**config.mk**
```make
export PLATFORM = sky130hd
export DESIGN_NAME = wb_stage
export DESIGN_NICKNAME = d
export VERILOG_FILES = /design/src/rtl/width_param.sv /design/src/rtl/wb_stage.sv
export SDC_FILE = /design/constraint.sdc
export NUM_CORES = 1
export LEC_CHECK = 0
export CAP_MARGIN = 20
export CORE_MARGIN = 8
export CORE_UTILIZATION = 25
export CTS_BUF_LIST = sky130_fd_sc_hd__clkbuf_4 sky130_fd_sc_hd__clkbuf_8
export DETAILED_ROUTE_END_ITERATION = 12
export GPL_TIMING_DRIVEN = 0
export PLACE_DENSITY = 0.56
export SKIP_LAST_GASP = 1
export SYNTH_ARGS = -nofsm -noshare
export SYNTH_HDL_FRONTEND = slang
export SYNTH_SLANG_ARGS = --single-unit
export TNS_END_PERCENT = 30
```
**constraint.sdc**
```tcl
create_clock -name clk -period 2.35 [get_ports clk]
set_clock_uncertainty 0.1 [all_clocks]
set_input_delay 0.47 -clock clk [delete_from_list [all_inputs] [get_ports clk]]
set_output_delay 0.47 -clock clk [all_outputs]
set_load 0.05 [all_outputs]
```
**src/rtl/width_param.sv**
```systemverilog
// rtl/width_param.sv - shared datapath widths for the writeback stage
package width_param;
  localparam int DATA_WIDTH = 32;
  localparam int ADDR_WIDTH = 32;
  localparam int INST_WIDTH = 32;
  localparam int REG_WIDTH  = 5;
endpackage

```
**src/rtl/wb_stage.sv**
```systemverilog
// rtl/wb_stage.sv - writeback stage: retires MEM instructions, waits for load data
module wb_stage
  import width_param::*;
(
  input  logic                  clk,
  input  logic                  rst,
  input  logic                  mem_valid,
  output logic                  mem_ready,
  input  logic [ADDR_WIDTH-1:0] mem_pc,
  input  logic [INST_WIDTH-1:0] mem_inst,
  input  logic                  mem_ram_rd_en,
  input  logic [DATA_WIDTH-1:0] mem_rw_data,
  input  logic [REG_WIDTH-1:0]  mem_rw_addr,
  input  logic                  mem_rw_en,
  input  logic                  ram_rdata_valid,
  input  logic [DATA_WIDTH-1:0] ram_rdata,
  input  logic                  flush,
  output logic                  reg_we,
  output logic [REG_WIDTH-1:0]  reg_waddr,
  output logic [DATA_WIDTH-1:0] reg_wdata,
  output logic                  commit_valid,
  output logic [ADDR_WIDTH-1:0] commit_pc,
  output logic [INST_WIDTH-1:0] commit_inst,
  output logic [7:0]            load_wait_cnt
);

  typedef enum logic [1:0] {IDLE, WAIT, DRAIN, COMMIT} state_t;

  state_t                state, state_next;
  logic                  transfer;
  logic [ADDR_WIDTH-1:0] pc_q, pc_d;
  logic [INST_WIDTH-1:0] inst_q, inst_d;
  logic [REG_WIDTH-1:0]  rw_addr_q, rw_addr_d;
  logic                  rw_en_q, rw_en_d;
  logic [DATA_WIDTH-1:0] rw_data_q, rw_data_d;
  logic [7:0]            cnt_d;
  logic                  entering_commit;

  assign mem_ready       = (state == IDLE) || (state == COMMIT);
  assign transfer        = mem_valid && mem_ready && !flush;
  assign entering_commit = (state_next == COMMIT);

  always_comb begin
    state_next = state;
    pc_d       = pc_q;
    inst_d     = inst_q;
    rw_addr_d  = rw_addr_q;
    rw_en_d    = rw_en_q;
    rw_data_d  = rw_data_q;
    cnt_d      = load_wait_cnt;
    case (state)
      IDLE, COMMIT: begin
        if (transfer) begin
          pc_d      = mem_pc;
          inst_d    = mem_inst;
          rw_addr_d = mem_rw_addr;
          rw_en_d   = mem_rw_en;
          rw_data_d = mem_rw_data;
          if (mem_ram_rd_en) begin
            state_next = WAIT;
            cnt_d      = 8'd0;
          end else begin
            state_next = COMMIT;
          end
        end else begin
          state_next = IDLE;
        end
      end
      WAIT: begin
        if (load_wait_cnt != 8'hFF) cnt_d = load_wait_cnt + 8'd1;
        if (ram_rdata_valid && !flush) begin
          rw_data_d  = ram_rdata;
          state_next = COMMIT;
        end else if (flush && ram_rdata_valid) begin
          state_next = IDLE;
        end else if (flush) begin
          state_next = DRAIN;
        end
      end
      // A killed load still owes us one data beat; swallow it before accepting more.
      DRAIN: begin
        if (ram_rdata_valid) state_next = IDLE;
      end
      default: state_next = IDLE;
    endcase
  end

  always_ff @(posedge clk) begin
    if (rst) begin
      state         <= IDLE;
      pc_q          <= '0;
      inst_q        <= '0;
      rw_addr_q     <= '0;
      rw_en_q       <= 1'b0;
      rw_data_q     <= '0;
      load_wait_cnt <= 8'd0;
      reg_we        <= 1'b0;
      reg_waddr     <= '0;
      reg_wdata     <= '0;
      commit_valid  <= 1'b0;
      commit_pc     <= '0;
      commit_inst   <= '0;
    end else begin
      state         <= state_next;
      pc_q          <= pc_d;
      inst_q        <= inst_d;
      rw_addr_q     <= rw_addr_d;
      rw_en_q       <= rw_en_d;
      rw_data_q     <= rw_data_d;
      load_wait_cnt <= cnt_d;
      commit_valid  <= entering_commit;
      reg_we        <= entering_commit && rw_en_d && (rw_addr_d != '0);
      if (entering_commit) begin
        reg_waddr   <= rw_addr_d;
        reg_wdata   <= rw_data_d;
        commit_pc   <= pc_d;
        commit_inst <= inst_d;
      end
    end
  end

endmodule

```
Word level (Yosys, flattened, before mapping)
Cells that the tools add are included.

cells by class
  reduce and logical (&&, ||, !) cells = 13
  muxes and demuxes = 22
  add/subtract/negate cells = 1
  eq/ne operators = 8

operator list
  cell                                           number
  two-way mux 32 bit                             6
  one-hot mux 32 bit (2 select lines)            1
  two-way mux 8 bit                              3
  one-hot mux 8 bit (2 select lines)             1
  two-way mux 2 bit                              6
  two-way mux 5 bit                              2
  adder 8 x 1 -> 8 bit, second input constant    1
  inequality test 8 bit, second input constant   1
  == test 2 bit, second input constant           3
  logical AND 1 bit                              6
  inequality test 2 bit, second input constant   3
  one-hot mux 2 bit (3 select lines)             1
  nonzero test 5 bit                             1
  AND reduction 4 bit                            1
  == test 2 x 1 -> 1 bit, second input constant  1
  logical NOT 2 bit                              1
  two-way mux 1 bit                              2
  nonzero test 2 bit                             1
  OR reduction 2 bit                             1
  logical NOT 1 bit                              1
  logical OR 1 bit                               1

word-level totals
  output and inout bits = 112
  word-level logic and storage cells = 57
  bits in registers = 215
  input port bits = 140

Longest topological paths before layout
Gate-level depths: netlist of run 1.

  word-level depth = 9
  gate-level depth with buffers = 10
  gate-level depth less buffers = 6

Worst setup path after synthesis of run 1
No wires, ideal clock.

  path kind = flip-flop to flip-flop
  from = register state[0]
  to = register commit_pc[10]
  required time = 2.127 ns
  cell stages (with the launch flop) = 11
  slack = -0.190 ns
  data arrival time = 2.317 ns
  clock period less this slack = 2.540 ns
  library setup time = 0.123 ns
  buffers on the path = 4
  cell sequence = dfxtp_1 inv_1 ha_1 buf_4 nand3b_1 buf_2 nor2_2 a21oi_2 buf_4 buf_6 mux2_1

between the ends
  word-level cells in the longest chain between the ends = 7
  elaborated cells on any way between the ends = 17
  classes of those cells = 4 x eq/ne; 8 x mux; 5 x reduce/logical

RTL lines
  what                                                RTL line         text
  from (decl)                                         wb_stage.sv:29   state_t state, state_next;
  from (signal assigned)                              wb_stage.sv:104  state <= state_next;
  == test 2 bit or logical NOT 2 bit (tied branches)  wb_stage.sv:39   assign mem_ready = (state == IDLE) || (state == COMMIT);
  logical OR 1 bit (*)                                wb_stage.sv:39
  via mem_ready                                       wb_stage.sv:8    output logic mem_ready,
  logical AND 1 bit (*) (2 in a row)                  wb_stage.sv:40   assign transfer = mem_valid && mem_ready && !flush;
  two-way mux 2 bit                                   wb_stage.sv:53   if (transfer) begin
  one-hot mux 2 bit (3 select lines)                  wb_stage.sv:51   case (state)
  == test 2 bit                                       wb_stage.sv:41   assign entering_commit = (state_next == COMMIT);
  to (signal assigned)                                wb_stage.sv:116  commit_pc <= pc_d;
  to (decl)                                           wb_stage.sv:22   output logic [ADDR_WIDTH-1:0] commit_pc,

Mark *: on every way through the listed nets, which the timed path passes. The rest lies on a longest branch.
A chain may end at the register's enable or synchronous reset.

Final worst setup path of run 1
  from = register load_wait_cnt[3]
  to = output load_wait_cnt[3]

RTL lines
  what                    RTL line         text
  from (decl)             wb_stage.sv:24   output logic [7:0] load_wait_cnt
  from (signal assigned)  wb_stage.sv:110  load_wait_cnt <= cnt_d;

No word-level cell between the ends.

==> impl_metrics.env, run 1 <==
export IMPL_grt_setup_unrepaired="true"
export IMPL_cts_buffers_inserted=40
export IMPL_yosys_area_top_type="dfxtp_1"
export IMPL_whs_ns=0.3533
export IMPL_synth_top_area_share_pct=53.62
export IMPL_start_util_pct=25.44
export IMPL_synth_area_per_cell_um2=9.578
export IMPL_clkPwrFrac_pct=44.4
export IMPL_syn_nets=981
export IMPL_fp_dieW_um=195.2
export IMPL_grt_overflow=0
export IMPL_ir_drop_mv=0.3350
export IMPL_ctsLongestPathBuffers=3
export IMPL_drt_iter0_drc=430
export IMPL_cts_hold_buffers=0
export IMPL_tightest_slew_ns=0.7128
export IMPL_relSlewSlack_pct=52.48
export IMPL_fin_nets=1294
export IMPL_leakage_nw=4.685
export IMPL_hold_viol_final=0
export IMPL_place_congestion=0.7987
export IMPL_row_count=65
export IMPL_crit_buf_inv=1
export IMPL_synth_async_reset_ratio_pct=0
export IMPL_powerDensity_mw_per_mm2=727.5
export IMPL_met1_usage_pct=17.30
export IMPL_io_buffers=250
export IMPL_setup_ws_ns=-0.05716
export IMPL_grtUsageMet3_pct=5.536
export IMPL_slowest_delay_ns=0.86
export IMPL_synth_edf_count=0
export IMPL_hold_start="pc_q[11]"
export IMPL_h_tree_depth=2
export IMPL_synth_compound_area_share_pct=14.40
export IMPL_finalWirelength_mm=28.13
export IMPL_path_class="flop to primary output"
export IMPL_hp_class="flop to flop"
export IMPL_power_switching_mw=2.282
export IMPL_fin_crit_sh_pct=102.4
export IMPL_cts_root_buf="clkbuf_8"
export IMPL_grt_pass1_vias=7565
export IMPL_post_drt_wl_per_cell_um=17.78
export IMPL_die_h_um=195.2
export IMPL_antenna_found_initial=4
export IMPL_ys_warn_count=0
export IMPL_grt_max_degree=11
export IMPL_grt_pass1_wl_mm=43.26
export IMPL_clk_latency_ns=0.52
export IMPL_synth_xor_area_share_pct=0
export IMPL_drtPass1Iterations=6
export IMPL_fp_dieArea_mm2=0.03810
export IMPL_dp_cells=1490
export IMPL_dpl_hpwl_mm=19.94
export IMPL_fillers=3193
export IMPL_path_depth=1
export IMPL_arrival_ns=1.84
export IMPL_grt_total_usage_pct=14.03
export IMPL_synth_common_cells="dfxtp_1 (215), nand2_1 (148), a21oi_1 (77), nor2_1 (71)"
export IMPL_p_int_mw=6.678
export IMPL_cts_tree="yes"
export IMPL_drtAntennaViolNets=0
export IMPL_ys_seq_area_share_pct=53.62
export IMPL_busiest_layer="met2"
export IMPL_status="finished, violations left"
export IMPL_post_drt_via_cell_ratio=4.627
export IMPL_p_seq_share_pct=42.8
export IMPL_synth_cell_type_count=44
export IMPL_synth_seq_cells=215
export IMPL_synth_top_family_by_area="simple AND/OR/NAND/NOR gates"
export IMPL_synth_simple_area_share_pct=17.91
export IMPL_switching_share_pct=25.47
export IMPL_dpl_worst_slack_ns=-0.8767
export IMPL_slew_viol_final=0
export IMPL_design_core_area_mm2=0.03156
export IMPL_synth_area_mux_share_pct=9.821
export IMPL_ys_flop_type="dfxtp_1"
export IMPL_num_io_pins=252
export IMPL_violations="setup timing"
export IMPL_vias=7320
export IMPL_cts_sink_count=215
export IMPL_drc=0
export IMPL_stdcell_area_mm2=0.01232
export IMPL_r2r_start="state[0]"
export IMPL_layout_drive_gt1_share_pct=12.29
export IMPL_area_growth_pct=53.44
export IMPL_fin_cells=1582
export IMPL_fmax_ghz=0.4154
export IMPL_postPlaceCellArea_mm2=0.01104
export IMPL_cap_violations=0
export IMPL_r2r_cells=10
export IMPL_reg2reg_to="rw_data_q[10]"
export IMPL_slowest_stage="clkdlybuf4s50_1"
export IMPL_ys_top_cells_by_area="dfxtp_1 (54%), mux2_1 (9.7%), nand2_1 (6.9%), nor2b_1 (5.4%), a21oi_1 (4.8%)"
export IMPL_n_antenna_cell=0
export IMPL_synth_most_common_cell="dfxtp_1"
export IMPL_met2_usage_pct=22.41
export IMPL_crit_chain="clkdlybuf4s50_1"
export IMPL_crit_path_end_kind="primary output"
export IMPL_synthAdderAreaFrac_pct=0.4677
export IMPL_cp_required_ns=1.78
export IMPL_fin_crit_ns=2.407
export IMPL_worstSetupStartpointType="flop"
export IMPL_r2r_setup_slack_ns=0.09
export IMPL_min_to="pc_q[11]"
export IMPL_pwr_share_comb_pct=12.8
export IMPL_synthCells=838
export IMPL_setup_violations=2
export IMPL_critical_path_top_delay_family="buffers and inverters"
export IMPL_min_path_cells=2
export IMPL_clkTransAtPathRegs_ns=0.06
export IMPL_crit_path_max_fanout=7
export IMPL_syn_area_mm2=0.008026
## power groups by stage
stage	Sequential, mW	Combinational (mW)	Clock, mW
after detailed placement	3.91	1.07	0
after global routing	3.85	1.24	4.29
after CTS	3.84	1.12	4.10
after floorplan	4.08	0.387	0
final	3.83	1.15	3.97
after global placement	3.91	1.06	0
## per-stage QoR
step / power (mW) / util [%] / TNS (ns)
6_report: 8.960 / 39.03 / -0.05879
3_3_place_gp: 4.971 / 35.00 / -98.19
4_1_cts: 9.053 / 38.46 / -2.872
3_5_place_dp: 4.979 / 35.00 / -106.48
5_1_grt: 9.380 / 39.03 / -0.5724
2_1_floorplan: 4.465 / - / 0
## repair_timing
action | 4_1_cts | 5_1_grt
pin swaps | 13 | 19
setup buffers | 11 | 8
gates cloned | 0 | 3
setup endpoints to repair | 211 | 140
resized for setup | 36 | 42
## state kept, by name (all words and copies together) (netlist names), 8 cells and up
register	count
commit_inst	32
commit_pc	32
inst_q	32
pc_q	32
reg_wdata	32
rw_data_q	32
load_wait_cnt	8
## area by class of cell
class                      instances  area [µm²]  share of cell area [%]
clock inverter                     6       85.08                  0.6908
buffer                            65       360.3                   2.926
clock buffer                      65       800.8                   6.502
multi-input combinational        551        3522                   28.60
tap                              402       503.0                   4.084
timing repair buffer             272        2710                   22.01
inverter                           6       25.02                  0.2032
sequential                       215        4309                   34.99
## cell usage in the layout, fill, tap and decap left out, types with 18 or more instances in the layout
master,count
nor2_1,71
clkbuf_1,32
nand2_1,147
a222oi_1,32
a221oi_1,31
nor2b_1,69
clkbuf_8,50
clkdlybuf4s50_1,247
buf_4,21
dfxtp_1,213
mux2_1,69
a21oi_1,77
clkbuf_4,18
## how the worst max path moves through the flow
| stage | from | to | slack (ns) |
|---|---|---|---|
| finish | load_wait_cnt[3] | load_wait_cnt[3] | -0.06 |
| floorplan | state[0] | commit_pc[10] | 0.05 |
| global route | load_wait_cnt[3] | load_wait_cnt[3] | -0.13 |
| global placement | flush | commit_pc[4] | -0.84 |
| CTS | load_wait_cnt[2] | load_wait_cnt[2] | -0.12 |
| detailed placement | flush | commit_pc[1] | -0.88 |
## cells by family after synthesis
family | count (synthesis)
and+or+nand+nor | 316
DFF | 215
adders and majority gates | 3
buffers and inverters | 72
muxes | 70
AOI/OAI and AO/OA | 162
## routing by layer
| metal | up-vias | wire length [µm] |
|---|---|---|
| met4 | 6 | 582 |
| met3 | 56 | 2535 |
| met1 | 3445 | 12470 |
| met2 | 250 | 12510 |
| met5 | - | 32 |
| li1 | 3563 | - |
Power figures use the tool's default switching activity.
==> inputs of run 2 (changes only) <==
--- a/config.mk
+++ b/config.mk
@@ -8,7 +8,7 @@
 export CAP_MARGIN = 20
 export CORE_MARGIN = 8
 export CORE_UTILIZATION = 25
-export CTS_BUF_LIST = sky130_fd_sc_hd__clkbuf_4 sky130_fd_sc_hd__clkbuf_8
+export CTS_BUF_LIST = sky130_fd_sc_hd__clkbuf_4
 export DETAILED_ROUTE_END_ITERATION = 12
 export GPL_TIMING_DRIVEN = 0
 export PLACE_DENSITY = 0.56
==> run 2 against run 1 <==
Against the previous run:
- the flow still finishes with violations (setup timing)
- utilization is 0.31 points lower
- setup slack improved by 0.0052 ns
- routed wire length fell by 0.78%
- clock power down 19%
- combinational power about the same
- critical path depth unchanged
- critical path type unchanged
- largest power group is now registers
==> impl_metrics.env, run 2 (synthesized netlist as in run 1, its figures left out) <==
export IMPL_drt_iter0_drc=462
export IMPL_h_tree_depth=2
export IMPL_path_class="flop to primary output"
export IMPL_r2r_setup_slack_ns=0.02
export IMPL_postPlaceCellArea_mm2=0.01104
export IMPL_slowest_stage="clkdlybuf4s50_1"
export IMPL_post_drt_wl_per_cell_um=17.39
export IMPL_p_int_mw=5.964
export IMPL_mostFrequentLayoutCells="dfxtp_1 (213), clkdlybuf4s50_1 (196), nand2_1 (147)"
export IMPL_row_count=65
export IMPL_tightest_slew_ns=0.7165
export IMPL_fp_dieArea_mm2=0.03810
export IMPL_critical_path_top_delay_family="buffers and inverters"
export IMPL_post_drt_via_cell_ratio=4.591
export IMPL_ctsLongestPathBuffers=3
export IMPL_grt_overflow=0
export IMPL_crit_path_max_fanout=2
export IMPL_ir_drop_mv=0.3272
export IMPL_drtAntennaViolNets=0
export IMPL_cp_startpoint="commit_inst[31]"
export IMPL_powerDensity_mw_per_mm2=670.5
export IMPL_cts_root_buf="clkbuf_4"
export IMPL_worstSetupStartpointType="flop"
export IMPL_fin_crit_ns=2.402
export IMPL_finalSetupTns_ns=-1.011
export IMPL_fmax_ghz=0.4163
export IMPL_path_depth=1
export IMPL_crit_chain="clkdlybuf4s50_1"
export IMPL_min_path_cells=2
export IMPL_slowest_delay_ns=0.84
export IMPL_cp_required_ns=1.78
export IMPL_crit_path_end_kind="primary output"
export IMPL_stdcell_area_mm2=0.01222
export IMPL_grt_pass1_vias=7644
export IMPL_cts_buffers_inserted=58
export IMPL_grt_max_degree=16
export IMPL_cts_hold_buffers=0
export IMPL_io_buffers=250
export IMPL_fin_nets=1305
export IMPL_drc=0
export IMPL_fin_crit_sh_pct=102.2
export IMPL_total_power_mw=8.192
export IMPL_grt_total_usage_pct=13.96
export IMPL_grt_setup_unrepaired="true"
export IMPL_switching_share_pct=27.19
export IMPL_place_congestion=0.7987
export IMPL_slew_viol_final=0
export IMPL_cp_endpoint="commit_inst[31]"
export IMPL_pwr_share_comb_pct=13.8
export IMPL_whs_ns=0.2562
export IMPL_vias=7368
export IMPL_p_seq_share_pct=46.8
export IMPL_setup_ws_ns=-0.05198
export IMPL_clk_latency_ns=0.66
export IMPL_drtPass1Iterations=5
export IMPL_final_common_cell="dfxtp_1"
export IMPL_start_util_pct=25.44
export IMPL_design_core_area_mm2=0.03156
export IMPL_leakage_nw=5.523
export IMPL_dpl_hpwl_mm=19.94
export IMPL_clkTransAtPathRegs_ns=0.06
export IMPL_power_switching_mw=2.227
export IMPL_area_growth_pct=52.22
export IMPL_r2r_start="state[0]"
export IMPL_setup_violations=53
export IMPL_clkPwrFrac_pct=39.4
export IMPL_arrival_ns=1.83
export IMPL_finalWirelength_mm=27.91
export IMPL_layout_drive_gt1_share_pct=12.99
export IMPL_cts_tree="yes"
export IMPL_reg2reg_to="rw_data_q[13]"
export IMPL_antenna_found_initial=4
export IMPL_hold_viol_final=0
export IMPL_violations="setup timing"
export IMPL_num_io_pins=252
export IMPL_status="finished, violations left"
export IMPL_fp_dieW_um=195.2
export IMPL_hp_class="primary input to flop"
export IMPL_cap_violations=0
export IMPL_fillers=3218
export IMPL_cts_sink_count=215
export IMPL_die_h_um=195.2
export IMPL_relSlewSlack_pct=52.23
export IMPL_r2r_cells=10
export IMPL_crit_buf_inv=1
export IMPL_grt_pass1_wl_mm=43.01
[run 2: cell types whose count changed in the layout (fill, tap and decap cells not counted), sizes merged]
cell,before,now
dlymetal6s2s,1,51
clkdlybuf4s15,0,1
clkinvlp,2,1
clkinv,2,10
bufinv,2,0
inv,6,7
diode,0,2
dlygate4sd2,2,1
clkbuf,110,135
buf,42,33
clkdlybuf4s50,247,196
[run 2: layout make-up]
| class | instances | area (µm²) | area share [%] |
|---|---|---|---|
| Timing Repair Buffer | 265 | 2780 | 22.75 |
| Buffer | 65 | 379.1 | 3.103 |
| Inverter | 6 | 25.02 | 0.2048 |
| Clock inverter | 12 | 51.30 | 0.4199 |
| Antenna cell | 2 | 5.005 | 0.04096 |
| Clock buffer | 87 | 653.1 | 5.346 |
| Sequential cell | 215 | 4309 | 35.27 |
| Multi-Input combinational cell | 551 | 3512 | 28.75 |
| Tap cell | 402 | 503.0 | 4.117 |
[run 2: stage by stage]
stage,util [%],worst slack (ns),std cells
global route,38.72,-0.1467,1605
finish,38.72,-0.05198,1605
CTS,37.77,-0.2578,1593
floorplan,-,0.05165,838
global placement,35.00,-0.8443,1490
detailed placement,35.00,-0.8767,1490
[run 2: repair_timing]
action	4_1_cts	5_1_grt
endpoints found under the setup margin	314	242
resized for setup	47	86
cloned	0	2
pin swaps	10	10
buffers inserted	5	8
[run 2: routing by layer]
layer	GRT usage (%)	wire [µm]	vias up
li1	-	-	3623
met5	0	34	-
met1	17.05	12470	3425
met4	4.099	520	6
met3	5.708	2401	51
met2	22.27	12480	263
[run 2: worst min-delay path by stage]
stage	startpoint	to	slack [ns]
2_1_floorplan	rw_en_q	rw_en_q	0.33
3_3_place_gp	pc_q[26]	pc_q[26]	0.34
3_5_place_dp	pc_q[17]	pc_q[17]	0.35
4_1_cts	rst	commit_inst[12]	0.17
5_1_grt	rst	commit_inst[12]	0.21
6_report	rst	inst_q[31]	0.26
[run 2: power groups by stage]
stage,clock [mW],combinational [mW],sequential [mW]
final,3.23,1.13,3.83
after global routing,3.59,1.21,3.84
after CTS,3.38,1.11,3.83
after detailed placement,0,1.07,3.91
after global placement,0,1.06,3.91
after floorplan,0,0.387,4.08
==> inputs of run 3 (changes only) <==
--- a/config.mk
+++ b/config.mk
@@ -10,8 +10,9 @@
 export CORE_UTILIZATION = 25
 export CTS_BUF_LIST = sky130_fd_sc_hd__clkbuf_4
 export DETAILED_ROUTE_END_ITERATION = 12
+export DONT_BUFFER_PORTS = 1
 export GPL_TIMING_DRIVEN = 0
-export PLACE_DENSITY = 0.56
+export PLACE_DENSITY = 0.46
 export SKIP_LAST_GASP = 1
 export SYNTH_ARGS = -nofsm -noshare
 export SYNTH_HDL_FRONTEND = slang
==> run 3 against run 2 <==
Against the previous run:
- the flow now finishes without violations
- cell area is 7.9% lower
- via count is 3.9% lower
- clock power is 8.4% higher
- sequential share of layout area is 3.0 points higher
- first-iteration DRC count is 16% lower
- count of clock-buffer cells in the layout is 4 higher
- sequential power is 5% higher
- setup slack better by 0.076 ns
- hold slack worse by 0.15 ns
- sequential cell count stayed put
- routed wire length is 1.4% higher
- largest cell class unchanged
- largest power group unchanged
==> impl_metrics.env, run 3 (synthesized netlist as in run 1, its figures left out) <==
export IMPL_status="finished, final reports clean"
export IMPL_dp_cells=1240
export IMPL_fin_cells=1513
export IMPL_drtPass1Iterations=8
export IMPL_hold_viol_final=0
export IMPL_grtUsageMet3_pct=6.792
export IMPL_grt_setup_unrepaired="true"
export IMPL_grt_overflow=0
export IMPL_fin_nets=1206
export IMPL_start_util_pct=25.44
export IMPL_path_class="flop to flop"
export IMPL_fp_dieArea_mm2=0.03810
export IMPL_tightest_slew_ns=0.7273
export IMPL_min_path_cells=4
export IMPL_r2r_start="state[0]"
export IMPL_cp_required_ns=2.80
export IMPL_hold_start="mem_ram_rd_en"
export IMPL_setup_ws_ns=0.02441
export IMPL_vias=7083
export IMPL_relSlewSlack_pct=51.45
export IMPL_finalCoreUtilization_pct=35.67
export IMPL_r2r_setup_slack_ns=0.02
export IMPL_design_core_area_mm2=0.03156
export IMPL_h_tree_depth=2
export IMPL_fin_crit_sh_pct=98.96
export IMPL_mostFrequentLayoutCells="dfxtp_1 (209), nand2_1 (147), dlygate4sd3_1 (134)"
export IMPL_cts_sink_count=215
export IMPL_grt_pass1_wl_mm=43.27
export IMPL_crit_path_end_kind="flop"
export IMPL_arrival_ns=2.78
export IMPL_fmax_ghz=0.4300
export IMPL_drt_iter0_drc=388
export IMPL_crit_path_max_fanout=7
export IMPL_place_congestion=0.7415
export IMPL_num_io_pins=252
export IMPL_cts_root_buf="clkbuf_4"
export IMPL_ctsLongestPathBuffers=3
export IMPL_layout_drive_gt1_share_pct=17.12
export IMPL_drtAntennaViolNets=0
export IMPL_min_to="load_wait_cnt[1]"
export IMPL_reg2reg_to="reg_wdata[29]"
export IMPL_drc=0
export IMPL_cts_tree="yes"
export IMPL_slew_viol_final=0
export IMPL_met2_usage_pct=22.23
export IMPL_worstSetupStartpointType="flop"
export IMPL_antenna_found_initial=1
export IMPL_r2r_cells=11
export IMPL_dpl_worst_slack_ns=-0.7163
export IMPL_finalWirelength_mm=28.31
export IMPL_row_count=65
export IMPL_post_drt_via_cell_ratio=4.681
export IMPL_met1_usage_pct=16.63
export IMPL_clk_latency_ns=0.69
export IMPL_leakage_nw=4.383
export IMPL_fin_crit_ns=2.326
export IMPL_grt_pass1_vias=7448
export IMPL_cts_buffers_inserted=61
export IMPL_dpl_hpwl_mm=19.18
export IMPL_setup_violations=0
export IMPL_clkTransAtPathRegs_ns=0.06
export IMPL_cap_violations=0
export IMPL_hp_class="primary input to flop"
export IMPL_busiest_layer="met2"
export IMPL_post_drt_wl_per_cell_um=18.71
export IMPL_area_growth_pct=40.23
export IMPL_io_buffers=0
export IMPL_fp_dieW_um=195.2
export IMPL_die_h_um=195.2
export IMPL_final_common_cell="dfxtp_1"
export IMPL_powerDensity_mw_per_mm2=745.2
export IMPL_grt_max_degree=17
export IMPL_ir_drop_mv=0.3412
export IMPL_grt_total_usage_pct=14.15
run 3: cell count changes in the layout (fill, tap and decap cells not counted), moves of 4 or more:
cell	change
buf_4	+8
a221oi_1	-6
clkdlybuf4s50_1	-196
buf_6	+7
dlygate4sd3_1	+134
dfxtp_2	+5
clkbuf_1	-4
dlymetal6s2s_1	-51
a221oi_2	+6
clkinv_1	+7
dfxtp_1	-4
run 3: power by group:
group | internal, mW | total [mW] | switching (mW) | leakage, nW
combinational | 0.423 | 0.862 | 0.438 | 2.17
sequential | 3.78 | 4.03 | 0.243 | 1.75
clock | 1.87 | 3.50 | 1.63 | 0.464
total | 6.08 | 8.39 | 2.31 | 4.38
run 3: layer usage:
layer | wire length (µm) | vias up | part of all wire (%)
met3 | 3033 | 51 | 11
met2 | 12690 | 276 | 45
met4 | 601 | 0 | 2.1
met5 | 0 | - | 0
li1 | - | 3432 | -
met1 | 11980 | 3324 | 42
run 3: metrics by stage:
stage / setup TNS, ns / cell area (µm²) / total power [mW] / hold slack (ns)
global placement: -80.76 / 8542 / 4.639 / 0.3428
finish: 0 / 11260 / 8.388 / 0.1089
floorplan: 0 / 8039 / 4.465 / 0.3344
CTS: -0.9386 / 10920 / 8.487 / 0.01605
global route: -3.731 / 11260 / 8.844 / 0.05270
detailed placement: -87.75 / 8542 / 4.647 / 0.3505
run 3: cell type report:
type                       count  area (µm²)
antenna                        1       2.502
tap                          402       503.0
clock buffer                  91       683.2
sequential                   215        4312
fill                        3225       20300
buffer                        65       429.2
inverter                       6       25.02
clock inverter                19       103.9
timing repair buffer         163        1640
multi-input combinational    551        3557
run 3: worst max-delay path, stage by stage, from the launching register on:
cell      delay, ns
dfxtp_2        0.35
inv_2          0.05
ha_4           0.30
buf_6          0.16
nand3b_1       0.10
buf_6          0.17
nor2_4         0.06
buf_12         0.14
buf_8          0.12
buf_6          0.11
a222oi_1       0.37
a221oi_1       0.15
run 3: worst max path at each step:
| stage | from | endpoint | slack (ns) | cells past startpoint |
|---|---|---|---|---|
| CTS | state[1] | reg_wdata[12] | -0.05 | 9 |
| detailed placement | state[0] | commit_pc[2] | -0.72 | 10 |
| global placement | state[0] | commit_pc[8] | -0.72 | 10 |
| finish | state[0] | reg_wdata[29] | 0.02 | 11 |
| global route | state[0] | reg_wdata[29] | -0.09 | 11 |
| floorplan | state[0] | commit_pc[10] | 0.05 | 10 |
run 3: what timing repair did:
item	CTS	global route
gates cloned	0	5
endpoints found under the setup margin	207	132
pin swaps	18	36
resized for setup	45	74
endpoints found under the hold margin	177	0
hold buffers	134	0
setup buffers	13	15
